$ cat src/rtl/sseg_pkg.sv
// sseg_pkg: items shared by the seven-segment capture block and the display driver.
//   SEG_CODE    : active-low segment pattern (bit6=A .. bit0=G) for each hex digit
//   POS_ANODE   : active-low anode strobe for each digit position 0..3
//   ANODE_BLANK : all anodes off
//   state_t     : capture filter states
package sseg_pkg;

    localparam int unsigned NUM_POS = 4;

    // Entry n is the pattern for hex digit n (packed, so index 0 is the rightmost element).
    localparam logic [15:0][6:0] SEG_CODE = {
        7'b0111000,  // F
        7'b0110000,  // E
        7'b1000010,  // d
        7'b0110001,  // C
        7'b1100000,  // b
        7'b0001000,  // A
        7'b0000100,  // 9
        7'b0000000,  // 8
        7'b0001111,  // 7
        7'b0100000,  // 6
        7'b0100100,  // 5
        7'b1001100,  // 4
        7'b0000110,  // 3
        7'b0010010,  // 2
        7'b1001111,  // 1
        7'b0000001   // 0
    };

    localparam logic [NUM_POS-1:0][3:0] POS_ANODE = {
        4'b0111,  // position 3
        4'b1011,  // position 2
        4'b1101,  // position 1
        4'b1110   // position 0
    };

    localparam logic [3:0] ANODE_BLANK = 4'b1111;

    typedef enum logic {
        SETTLE,
        HOLD
    } state_t;

endpackage

$ cat src/rtl/sseg_decode.sv
// sseg_decode: combinational segment-pattern to hex-nibble decoder.
//   cathode : active-low segment pattern (bit6=A .. bit0=G)
//   legal   : pattern matches one of the 16 hex digit codes
//   nibble  : decoded digit value (0 when not legal)
module sseg_decode
    import sseg_pkg::*;
(
    input  logic [6:0] cathode,
    output logic       legal,
    output logic [3:0] nibble
);

    always_comb begin
        legal  = 1'b0;
        nibble = '0;
        for (int unsigned i = 0; i < 16; i++) begin
            if (cathode == SEG_CODE[i[3:0]]) begin
                legal  = 1'b1;
                nibble = i[3:0];
            end
        end
    end

endmodule

$ cat src/rtl/sseg_capture.sv
// sseg_capture: recovers the 4-digit hex value shown on a multiplexed,
// active-low seven-segment display by sampling its anode/cathode lines.
//   clk, rst_n : system clock, asynchronous active-low reset
//   anode      : active-low digit strobe (1110 = position 0 .. 0111 = position 3)
//   cathode    : active-low segments, bit6=A .. bit0=G
//   value      : last complete frame, position n at bits [4n+3:4n]
//   valid      : one-cycle pulse when value updates
//   err        : one-cycle pulse when an accepted sample is illegal
// Optional: define SSEG_CAPTURE_SYNC_EN to pass anode/cathode through a
// two-flop synchronizer (adds 2 cycles of latency) for asynchronous sources.
module sseg_capture
    import sseg_pkg::*;
#(
    parameter int unsigned STABLE_CYCLES = 4
) (
    input  logic        clk,
    input  logic        rst_n,
    input  logic [3:0]  anode,
    input  logic [6:0]  cathode,
    output logic [15:0] value,
    output logic        valid,
    output logic        err
);

    localparam logic [7:0] ACC_CNT = 8'(STABLE_CYCLES - 1);

    logic [10:0] sample;

`ifdef SSEG_CAPTURE_SYNC_EN
    logic [10:0] sync1, sync2;

    always_ff @(posedge clk or negedge rst_n) begin
        if (!rst_n) begin
            sync1 <= '1;
            sync2 <= '1;
        end else begin
            sync1 <= {anode, cathode};
            sync2 <= sync1;
        end
    end

    always_comb sample = sync2;
`else
    always_comb sample = {anode, cathode};
`endif

    state_t          state, state_next;
    logic [10:0]     prev;
    logic [7:0]      cnt, cnt_next;
    logic            same, accept;

    logic [3:0]      s_anode;
    logic [6:0]      s_cathode;
    logic            blank, one_hot, legal;
    logic [1:0]      pos;
    logic [3:0]      nibble;

    logic [3:0][3:0] frame, frame_next;
    logic [3:0]      seen, seen_next;
    logic            write, bad, full;

    always_comb begin
        s_anode   = sample[10:7];
        s_cathode = sample[6:0];
        same      = (sample == prev);
    end

    // Stability filter. The edge that first sees a new sample counts as
    // sample 1 (counter 0), so acceptance happens on the edge at which the
    // counter would reach STABLE_CYCLES-1, i.e. after STABLE_CYCLES
    // identical samples.
    always_comb begin
        state_next = state;
        cnt_next   = cnt;
        accept     = 1'b0;
        case (state)
            SETTLE: begin
                if (!same) begin
                    cnt_next = '0;
                end else if (cnt == ACC_CNT - 8'd1) begin
                    cnt_next   = ACC_CNT;
                    accept     = 1'b1;
                    state_next = HOLD;
                end else begin
                    cnt_next = cnt + 8'd1;
                end
            end
            HOLD: begin
                if (!same) begin
                    cnt_next   = '0;
                    state_next = SETTLE;
                end
            end
            default: begin
                cnt_next   = '0;
                state_next = SETTLE;
            end
        endcase
    end

    always_comb begin
        blank   = (s_anode == ANODE_BLANK);
        one_hot = 1'b0;
        pos     = '0;
        for (int unsigned i = 0; i < NUM_POS; i++) begin
            if (s_anode == POS_ANODE[i[1:0]]) begin
                one_hot = 1'b1;
                pos     = i[1:0];
            end
        end
    end

    sseg_decode u_decode (
        .cathode (s_cathode),
        .legal   (legal),
        .nibble  (nibble)
    );

    // Frame completion is folded into the accepting edge so that valid
    // appears exactly one cycle after acceptance.
    always_comb begin
        write      = accept && one_hot && legal;
        bad        = accept && !blank && !(one_hot && legal);
        frame_next = frame;
        seen_next  = seen;
        if (write) begin
            frame_next[pos] = nibble;
            seen_next[pos]  = 1'b1;
        end
        full = write && (seen_next == '1);
    end

    always_ff @(posedge clk or negedge rst_n) begin
        if (!rst_n) begin
            state <= SETTLE;
            prev  <= '1;
            cnt   <= '0;
            frame <= '0;
            seen  <= '0;
            value <= '0;
            valid <= 1'b0;
            err   <= 1'b0;
        end else begin
            state <= state_next;
            prev  <= sample;
            cnt   <= cnt_next;
            frame <= frame_next;
            seen  <= full ? '0 : seen_next;
            if (full) begin
                value <= frame_next;
            end
            valid <= full;
            err   <= bad;
        end
    end

endmodule

$ cat config.mk
export PLATFORM = sky130hd
export DESIGN_NAME = sseg_capture
export DESIGN_NICKNAME = d
export VERILOG_FILES = /design/src/rtl/sseg_pkg.sv /design/src/rtl/sseg_decode.sv /design/src/rtl/sseg_capture.sv
export SDC_FILE = /design/constraint.sdc
export NUM_CORES = 1
export LEC_CHECK = 0
export BUFFER_PORTS_ARGS = -buffer_cell sky130_fd_sc_hd__buf_2
export CAP_MARGIN = 20
export CORE_UTILIZATION = 30
export DETAILED_ROUTE_END_ITERATION = 8
export GPL_TIMING_DRIVEN = 0
export PLACE_DENSITY = 0.56
export SYNTH_ARGS = -nofsm -noshare
export SYNTH_HDL_FRONTEND = slang
export SYNTH_SLANG_ARGS = --single-unit
$ cat constraint.sdc
create_clock -name clk -period 2.8 [get_ports clk]
set_input_delay 0.56 -clock clk [delete_from_list [all_inputs] [get_ports clk]]
set_output_delay 0.56 -clock clk [all_outputs]
set_load 0.05 [all_outputs]
==> results.sh, run 1 <==
export IMPL_status="complete, no violations"
export IMPL_final_layout_size_suffix_gt1_share_pct=41.5
export IMPL_n_fill_cell=937
export IMPL_avgViaCountPerCell=4.96
export IMPL_start_util_pct=31.5
export IMPL_required_ns=3.03
export IMPL_synthXorXnorAreaFrac_pct=4.15
export IMPL_start_kind="input pin"
export IMPL_cts_sink_count=58
export IMPL_rsz0062_at_grt="yes"
export IMPL_synth_top_area_share_pct=39.8
export IMPL_critPathTopFamily="compound AO/OA/AOI/OAI gates"
export IMPL_critical_path_arrival_ns=3.00
export IMPL_multi_input_area_um2=1520
export IMPL_max_freq_mhz=361
export IMPL_netlist_top_cells_count="dfrtp_1, mux2_2, nand2_1, nand3_1, o21ai_0"
export IMPL_vias=2193
export IMPL_ff_latch_area_um2=1470
export IMPL_grt_ovfl_total=0
export IMPL_period_needed_ns=2.77
export IMPL_slowest_delay_ns=0.54
export IMPL_place_inst=419
export IMPL_final_antenna_net_count=0
export IMPL_avgSynthCellArea_um2=11.4
export IMPL_fin_worst_skew_ns=0.0115
export IMPL_clkTransAtPathRegs_ns=0.08
export IMPL_maxSlewViolCount=0
export IMPL_antenna_found_initial=0
export IMPL_synthCells=259
export IMPL_hold_viol=0
export IMPL_dpl_instance_area_um2=3300
export IMPL_grt_pass1_wl_um=11000
export IMPL_wl_um=6690
export IMPL_gp_congestion=0.864
export IMPL_die_area_um2=10300
export IMPL_setup_violations=0
export IMPL_synth_compound_area_share_pct=11.7
export IMPL_async_flop_share_pct=100
export IMPL_reg2reg_slack_ns=0.06
export IMPL_critPathMaxFanout=9
export IMPL_fin_cells=442
export IMPL_ys_types=52
export IMPL_synthMuxAreaShare_pct=12.9
export IMPL_yosys_area_share_simple_pct=16.9
export IMPL_initialDrtViolationCount=99
export IMPL_setup_tns_ns=0
export IMPL_synth_fa_ha_area_share_pct=0.847
export IMPL_crit_slowest_cell="or4_4"
export IMPL_cts_made_buffers=9
export IMPL_syn_num_nets=274
export IMPL_diodes=0
export IMPL_crit_chain="buf_4 > or4_4 > a2111oi_4 > a31o_4 > o311ai_4 > a2111oi_4 > buf_4 > mux2_4"
export IMPL_synth_edf_count=0
export IMPL_ys_warnings_count=0
export IMPL_cts_tree="done"
export IMPL_routedWlPerCell_um=15.1
export IMPL_dr_pass1_iters=5
export IMPL_total_power_uw=1870
export IMPL_cts_buffer_depth=2
export IMPL_numPortBuffers=30
export IMPL_track_usage_pct=14.1
export IMPL_synth_area_um2=2960
export IMPL_powerDensity_nw_per_um2=501
export IMPL_die_y_um=101
export IMPL_worst_skew_pair_late_latency_ns=0.35
export IMPL_synth_top_family_by_area="simple AND/OR/NAND/NOR gates"
export IMPL_drc_errors=0
export IMPL_synth_seq_cells=58
export IMPL_synth_top_area_cell="dfrtp_1"
export IMPL_cts_max_level=3
export IMPL_vdd_drop_max_mv=0.307
export IMPL_leakage_uw=0.00172
export IMPL_maxCapViolCount=0
export IMPL_min_path_type="in2async"
export IMPL_netlist_top_cells_area="dfrtp_1, dfstp_2, mux2_2"
export IMPL_end_kind="flip-flop"
export IMPL_core_area_um2=9370
export IMPL_io_pins=31
export IMPL_crit_buf_inv=2
export IMPL_syn_to_final_growth_pct=26.2
export IMPL_grt_pass1_vias=2153
export IMPL_synthFlopType="dfrtp_1"
export IMPL_dp_hpwl_um=4360
export IMPL_fin_crit_sh_pct=98.9
export IMPL_design_area_um2=3730
export IMPL_root_buffer="clkbuf_8"
export IMPL_worst_pin_slew_ns=0.664
export IMPL_slew_headroom_pct=55.7
export IMPL_num_rows=35
export IMPL_yosysMostFrequentCell="dfrtp_1"
export IMPL_critical_path_class="in2reg"
export IMPL_die_w_um=101
export IMPL_final_nets=323
export IMPL_ys_seq_area_share_pct=49.6
export IMPL_grt_max_degree=31
[worst register-to-register path: cells and delay by family (launching register included)]
| kind | cells | cell delay [ns] |
|---|---|---|
| and+or+nand+nor | 3 | 0.94 |
| AOI/OAI and AO/OA | 2 | 0.57 |
| DFF | 1 | 0.39 |
| muxes | 1 | 0.31 |
| buffers and inverters | 2 | 0.30 |
| adders and majority gates | 1 | 0.13 |
[power breakdown]
group	total, uW	leakage [uW]	switching, uW	internal, uW
combinational	134	0.000858	90.1	44.4
clock	880	0.000110	372	508
sequential	856	0.000757	3.86	852
[per-layer routing]
metal | vias to the layer above | wire, um | GRT usage (%)
li1 | 1045 | - | -
met1 | 1085 | 3210 | 18.4
met2 | 52 | 3040 | 22.0
met3 | 11 | 335 | 4.28
met4 | 0 | 101 | 5.46
met5 | - | 0 | 0
[area by class of cell]
type | instances | area share [%]
plain buffers | 11 | 1.71
clock buffers | 9 | 3.32
clock inverters | 7 | 2.75
inverters | 8 | 0.805
multi-input cells | 178 | 40.7
flip-flops and latches | 58 | 39.3
well taps | 129 | 4.33
repair buffers | 42 | 7.11
[cell usage in the layout (no fill, tap or decap), types with 3 or more instances in the layout]
cell and instances:
buf_2 32, buf_6 3, a21oi_1 4, dfstp_2 11, nor3_1 8, nor2_1 10, mux2_4 15, nor3b_1 4
clkinv_4 3, o21ai_0 16, mux2_2 15, nor4_1 3, buf_4 12, clkbuf_8 9, nand3_1 15, xnor2_1 5
xor2_1 9, and3_1 6, nand2_1 15, inv_1 7, a21o_1 3, dfrtp_1 47
[registers in the layout, summed over array words and instances (netlist names)]
signal / cells
value: 16
state: 1
frame: 16
cnt: 8
seen: 4
valid: 1
err: 1
prev: 11
[worst paths after layout]
kind | start | endpoint | cells after the start
max in group asynchronous | rst_n | prev[2] | 2
min in group clk | cathode[4] | prev[4] | 1
max reg2reg | cnt[0] | value[8] | 9
min reg2reg | frame[3] | frame[3] | 2
min | rst_n | frame[3] | 1
max | cathode[1] | value[8] | 8
[metrics by stage]
step / util (%) / hold WS (ns) / setup WS, ns
2_1_floorplan: - / 0.264 / -0.274
6_report: 39.8 / 0.237 / 0.0318
3_3_place_gp: 35.0 / 0.471 / -0.967
4_1_cts: 39.5 / 0.244 / -0.0171
5_1_grt: 39.8 / 0.281 / -0.0202
3_5_place_dp: 35.2 / 0.482 / -0.928
[kinds of logic after synthesis]
group / after synthesis
flip-flops: 58
multiplexers: 32
XOR/XNOR: 14
AO/OA/AOI/OAI: 42
adder cells (fa/ha/maj): 2
AND/OR/NAND/NOR: 88
buffers and inverters: 23
[timing repair]
item                       4_1_cts  5_1_grt
setup endpoints to repair       27       19
gates resized for setup         23       15
pin swaps                        5        8
hold buffers                     0        0
setup buffers                    8        2
cloned                           1        0
Note: power is estimated with default switching activity, not from simulation.
==> inputs of run 2 (changes only) <==
--- a/config.mk
+++ b/config.mk
@@ -5,12 +5,12 @@
 export SDC_FILE = /design/constraint.sdc
 export NUM_CORES = 1
 export LEC_CHECK = 0
-export BUFFER_PORTS_ARGS = -buffer_cell sky130_fd_sc_hd__buf_2
 export CAP_MARGIN = 20
 export CORE_UTILIZATION = 30
 export DETAILED_ROUTE_END_ITERATION = 8
-export GPL_TIMING_DRIVEN = 0
-export PLACE_DENSITY = 0.56
+export DONT_BUFFER_PORTS = 1
+export PLACE_DENSITY = 0.53
+export SLEW_MARGIN = 30
 export SYNTH_ARGS = -nofsm -noshare
 export SYNTH_HDL_FRONTEND = slang
 export SYNTH_SLANG_ARGS = --single-unit
==> run 2 against run 1 <==
  * Register-to-register slack improved by 0.03 ns
  * Maximum frequency rose by 2.1%
  * Cell area decreased by 6.9%
  * Critical endpoint is now value[7]
  * Non-clock buffer count down 33
  * First-iteration DRC count up 1.0%
  * Count of clock-buffer cells in the layout up 2
  * Die area did not move
  * Highest routed layer unchanged
  * Worst setup slack improved by 0.057 ns
==> results.sh, run 2 (synthesis gave the netlist of run 1 again) <==
export IMPL_max_freq_mhz=369
export IMPL_n_fill_cell=954
export IMPL_syn_to_final_growth_pct=17.5
export IMPL_pwr_share_comb_pct=4.5
export IMPL_p_switching_uw=374
export IMPL_avgViaCountPerCell=4.93
export IMPL_cts_buffer_depth=2
export IMPL_final_core_util_pct=37.1
export IMPL_dp_hpwl_um=4190
export IMPL_place_inst=389
export IMPL_die_area_um2=10300
export IMPL_seqPwrFrac_pct=48.0
export IMPL_fin_crit_sh_pct=96.8
export IMPL_initialDrtViolationCount=100
export IMPL_leakage_uw=0.00154
export IMPL_start_kind="flip-flop"
export IMPL_critical_path_arrival_ns=2.93
export IMPL_multi_input_area_um2=1410
export IMPL_wl_um=6020
export IMPL_fin_worst_skew_ns=0.00926
export IMPL_worst_skew_pair_late_latency_ns=0.33
export IMPL_design_area_um2=3470
export IMPL_period_needed_ns=2.71
export IMPL_grt_max_degree=48
export IMPL_cts_made_buffers=9
export IMPL_fin_cells=409
export IMPL_status="complete, no violations"
export IMPL_min_path_type="in2async"
export IMPL_required_ns=3.02
export IMPL_num_rows=35
export IMPL_critical_path_class="reg2reg"
export IMPL_vdd_drop_max_mv=0.266
export IMPL_clkTransAtPathRegs_ns=0.07
export IMPL_layout_commonest_cell="dfrtp_1"
export IMPL_reg2reg_slack_ns=0.09
export IMPL_maxSlewViolCount=0
export IMPL_diodes=0
export IMPL_final_layout_size_suffix_gt1_share_pct=32.1
export IMPL_dr_pass1_iters=4
export IMPL_io_pins=31
export IMPL_routedWlPerCell_um=14.7
export IMPL_die_y_um=101
export IMPL_met3_length_um=357
export IMPL_cts_tree="done"
export IMPL_vias=2016
export IMPL_drc_errors=0
export IMPL_total_power_uw=1780
export IMPL_end_kind="flip-flop"
export IMPL_final_cell_mix="dfrtp_1, mux2_2, buf_4"
export IMPL_worst_pin_slew_ns=0.547
export IMPL_top_layer_used="met4"
export IMPL_clock_power_share_pct=47.4
export IMPL_cts_sink_count=58
export IMPL_setup_violations=0
export IMPL_wl_met1_um=2970
export IMPL_start_util_pct=31.5
export IMPL_grt_pass1_vias=2052
export IMPL_gp_congestion=0.824
export IMPL_final_antenna_net_count=0
export IMPL_core_area_um2=9370
export IMPL_grt_ovfl_total=0
export IMPL_cts_max_level=3
export IMPL_grt_pass1_wl_um=10200
export IMPL_hold_ws_ns=0.0673
export IMPL_route_met2_wl_um=2600
export IMPL_hold_viol=0
export IMPL_ff_latch_area_um2=1470
export IMPL_critPathMaxFanout=13
export IMPL_die_w_um=101
export IMPL_track_usage_pct=13.1
export IMPL_slew_headroom_pct=63.3
export IMPL_numPortBuffers=0
export IMPL_root_buffer="clkbuf_8"
export IMPL_top_regs="frame: 16 flops, value: 16 flops, prev: 11 flops"
export IMPL_final_nets=290
export IMPL_dpl_instance_area_um2=3170
export IMPL_p_int_uw=1410
export IMPL_rsz0062_at_grt="yes"
export IMPL_maxCapViolCount=0
export IMPL_powerDensity_nw_per_um2=513
export IMPL_switching_share_pct=21.0
export IMPL_antenna_found_initial=0
[run 2: through the flow]
stage,TNS (ns),setup WS [ns]
floorplan,-3.02,-0.274
global placement,-0.396,-0.0553
detailed placement,-0.693,-0.0524
CTS,0,0.0196
global route,-0.371,-0.0476
finish,0,0.0886
[run 2: what timing repair did]
action,4_1_cts,5_1_grt
buffers inserted,0,3
hold buffers,1,0
hold endpoints to repair,47,0
setup endpoints to repair,15,15
gates resized for setup,2,7
[run 2: path summary, 6_finish.rpt]
path	startpoint	end	cells after the start
worst max-delay path	cnt[0]	value[7]	9
worst min-delay path	rst_n	value[12]	1
worst max register to register	cnt[0]	value[7]	9
worst min register to register	frame[4]	frame[4]	1
max in group asynchronous	rst_n	cnt[7]	1
min in group clk	anode[3]	prev[10]	0
[run 2: worst max-delay path, cell delays in order (launching register included)]
cell	delay, ns
dfrtp_1	0.40
inv_2	0.07
ha_1	0.13
or4b_4	0.47
nor4_4	0.16
and4_4	0.29
o311ai_4	0.12
a2111oi_4	0.42
buf_12	0.20
mux2_2	0.33
[run 2: power groups by stage]
stage / sequential, uW / combinational (uW) / clock (uW)
detailed placement: 871 / 64.2 / 0
global route: 856 / 91.8 / 908
finish: 856 / 81.1 / 846
CTS: 856 / 82.8 / 873
global placement: 871 / 63.5 / 0
floorplan: 871 / 75.6 / 0
[run 2: layout make-up]
cell class	instances	area share [%]
Timing Repair Buffer	20	5.37
Sequential cell	58	42.2
Inverter	8	0.865
Tap cell	129	4.65
Clock buffer	11	4.07
Clock inverter	5	2.23
Multi-Input combinational cell	178	40.6
[run 2: layer usage]
layer / track usage [%] / vias to the layer above
li1: - / 984
met1: 17.8 / 975
met2: 19.5 / 45
met3: 4.35 / 12
met4: 4.68 / 0
met5: 0 / -
==> inputs of run 3 (changes only) <==
--- a/config.mk
+++ b/config.mk
@@ -10,6 +10,7 @@
 export DETAILED_ROUTE_END_ITERATION = 8
 export DONT_BUFFER_PORTS = 1
 export PLACE_DENSITY = 0.53
+export RECOVER_POWER = 100
 export SLEW_MARGIN = 30
 export SYNTH_ARGS = -nofsm -noshare
 export SYNTH_HDL_FRONTEND = slang
==> run 3 against run 2 <==
  * The run now ends with max-capacitance violations, max-slew violations left
  * Sequential share of layout area rose by 0.21 points
  * Count of clock-buffer cells in the layout did not move
  * Wire length rose by 0.30%
  * Critical path depth did not move
  * Via count fell by 0.30%
  * First-iteration DRC count fell by 5.0%
  * Critical path type unchanged
  * Highest routed layer unchanged
==> results.sh, run 3 (synthesis gave the netlist of run 1 again) <==
export IMPL_final_nets=290
export IMPL_seqPwrFrac_pct=48.1
export IMPL_maxSlewViolCount=48
export IMPL_die_y_um=101
export IMPL_pwr_share_comb_pct=4.4
export IMPL_cts_max_level=3
export IMPL_max_freq_mhz=369
export IMPL_syn_to_final_growth_pct=16.9
export IMPL_numPortBuffers=0
export IMPL_io_pins=31
export IMPL_clock_power_share_pct=47.6
export IMPL_start_kind="flip-flop"
export IMPL_drc_errors=0
export IMPL_routedWlPerCell_um=14.8
export IMPL_cts_made_buffers=9
export IMPL_final_cell_mix="dfrtp_1, mux2_2, buf_4"
export IMPL_r2r_start="cnt[0]"
export IMPL_cts_buffer_depth=2
export IMPL_leakage_uw=0.00153
export IMPL_end_kind="flip-flop"
export IMPL_dp_worst_setup_slack_ns=-0.0524
export IMPL_grt_ovfl_total=0
export IMPL_grt_max_degree=48
export IMPL_hold_viol=0
export IMPL_initialDrtViolationCount=95
export IMPL_layout_commonest_cell="dfrtp_1"
export IMPL_grt_pass1_vias=2052
export IMPL_die_area_um2=10300
export IMPL_p_switching_uw=375
export IMPL_crit_start="cnt[0]"
export IMPL_setup_tns_ns=0
export IMPL_min_path_type="in2async"
export IMPL_critPathMaxFanout=13
export IMPL_num_rows=35
export IMPL_start_util_pct=31.5
export IMPL_avgViaCountPerCell=4.91
export IMPL_dr_pass1_iters=4
export IMPL_vias=2010
export IMPL_slew_headroom_pct=-42.2
export IMPL_powerDensity_nw_per_um2=515
export IMPL_maxCapViolCount=1
export IMPL_final_antenna_net_count=0
export IMPL_required_ns=3.02
export IMPL_layout_setup_ws_ns=0.0891
export IMPL_die_w_um=101
export IMPL_gp_congestion=0.824
export IMPL_cts_sink_count=58
export IMPL_fin_crit_sh_pct=96.8
export IMPL_p_int_uw=1410
export IMPL_core_area_um2=9370
export IMPL_cts_tree="done"
export IMPL_cp_endpoint="value[7]"
export IMPL_setup_violations=0
export IMPL_worst_skew_pair_late_latency_ns=0.33
export IMPL_root_buffer="clkbuf_8"
export IMPL_reg2reg_depth=9
export IMPL_track_usage_pct=13.1
export IMPL_critical_path_arrival_ns=2.93
export IMPL_worst_pin_slew_ns=2.13
export IMPL_reg2reg_slack_ns=0.09
export IMPL_critical_path_class="reg2reg"
export IMPL_top_regs="frame: 16 flops, value: 16 flops, prev: 11 flops"
export IMPL_period_needed_ns=2.71
export IMPL_final_layout_size_suffix_gt1_share_pct=31.8
export IMPL_antenna_found_initial=0
export IMPL_status="complete, but fails checks"
export IMPL_vdd_drop_max_mv=0.266
export IMPL_total_power_uw=1780
export IMPL_dp_hpwl_um=4190
export IMPL_switching_share_pct=21.1
export IMPL_violations="max-capacitance violations, max-slew violations"
export IMPL_clkTransAtPathRegs_ns=0.07
export IMPL_diodes=0
export IMPL_fin_worst_skew_ns=0.00897
export IMPL_grt_pass1_wl_um=10200
export IMPL_rsz0062_at_grt="yes"
export IMPL_wl_um=6040
export IMPL_regToRegEndpoint="value[7]"
## run 3: cell count changes in the layout (fill, tap and decap cells not counted), sizes merged
cell	change
buf	-1
clkdlybuf4s25	+1
## run 3: layout make-up
class / count / area [um2]
fillers: 955 / 5920
inverters: 8 / 30.0
clock inverters: 5 / 77.6
well taps: 129 / 161
multi-input cells: 178 / 1410
clock buffers: 11 / 141
flip-flops and latches: 58 / 1470
repair buffers: 20 / 169
## run 3: through the flow
stage	util [%]	hold WS (ns)	std cells	cell area [um2]
4_1_cts	36.5	0.0517	406	3420
2_1_floorplan	-	0.264	259	2970
6_report	36.9	0.0708	409	3460
5_1_grt	36.9	0.0455	409	3460
3_3_place_gp	33.8	0.266	389	3170
3_5_place_dp	33.8	0.266	389	3170
## run 3: per-layer routing
| layer | track usage (%) | routed length, um | vias up |
|---|---|---|---|
| met3 | 4.35 | 347 | 10 |
| met2 | 19.5 | 2610 | 46 |
| met5 | 0 | 0 | - |
| li1 | - | - | 982 |
| met4 | 4.68 | 93 | 0 |
| met1 | 17.8 | 2990 | 972 |
## run 3: how the worst min path moves through the flow
stage | start | to | slack, ns | depth (start not counted)
after floorplan | rst_n | cnt[0] | 0.26 | 0
after global placement | rst_n | value[3] | 0.27 | 0
after detailed placement | rst_n | value[3] | 0.27 | 0
after CTS | rst_n | prev[7] | 0.05 | 0
after global routing | rst_n | prev[7] | 0.05 | 0
final | rst_n | prev[9] | 0.07 | 0
## run 3: critical path, stage by stage, from the launching register on
cell,delay [ns]
dfrtp_1,0.40
inv_2,0.07
ha_1,0.13
or4b_4,0.47
nor4_4,0.16
and4_4,0.29
o311ai_4,0.12
a2111oi_4,0.42
buf_12,0.20
mux2_2,0.33
## run 3: what timing repair did
action	CTS	global route
resized for setup	2	7
setup buffers	0	3
hold buffers	1	0
setup endpoints to repair	15	15
hold endpoints to repair	47	0
cloned	0	0
## run 3: power groups by stage
stage | clock, uW | combinational [uW] | sequential (uW)
after global placement | 0 | 63.5 | 871
after detailed placement | 0 | 64.2 | 871
after global routing | 908 | 88.6 | 856
final | 847 | 77.9 | 856
after floorplan | 0 | 75.6 | 871
after CTS | 873 | 82.8 | 856
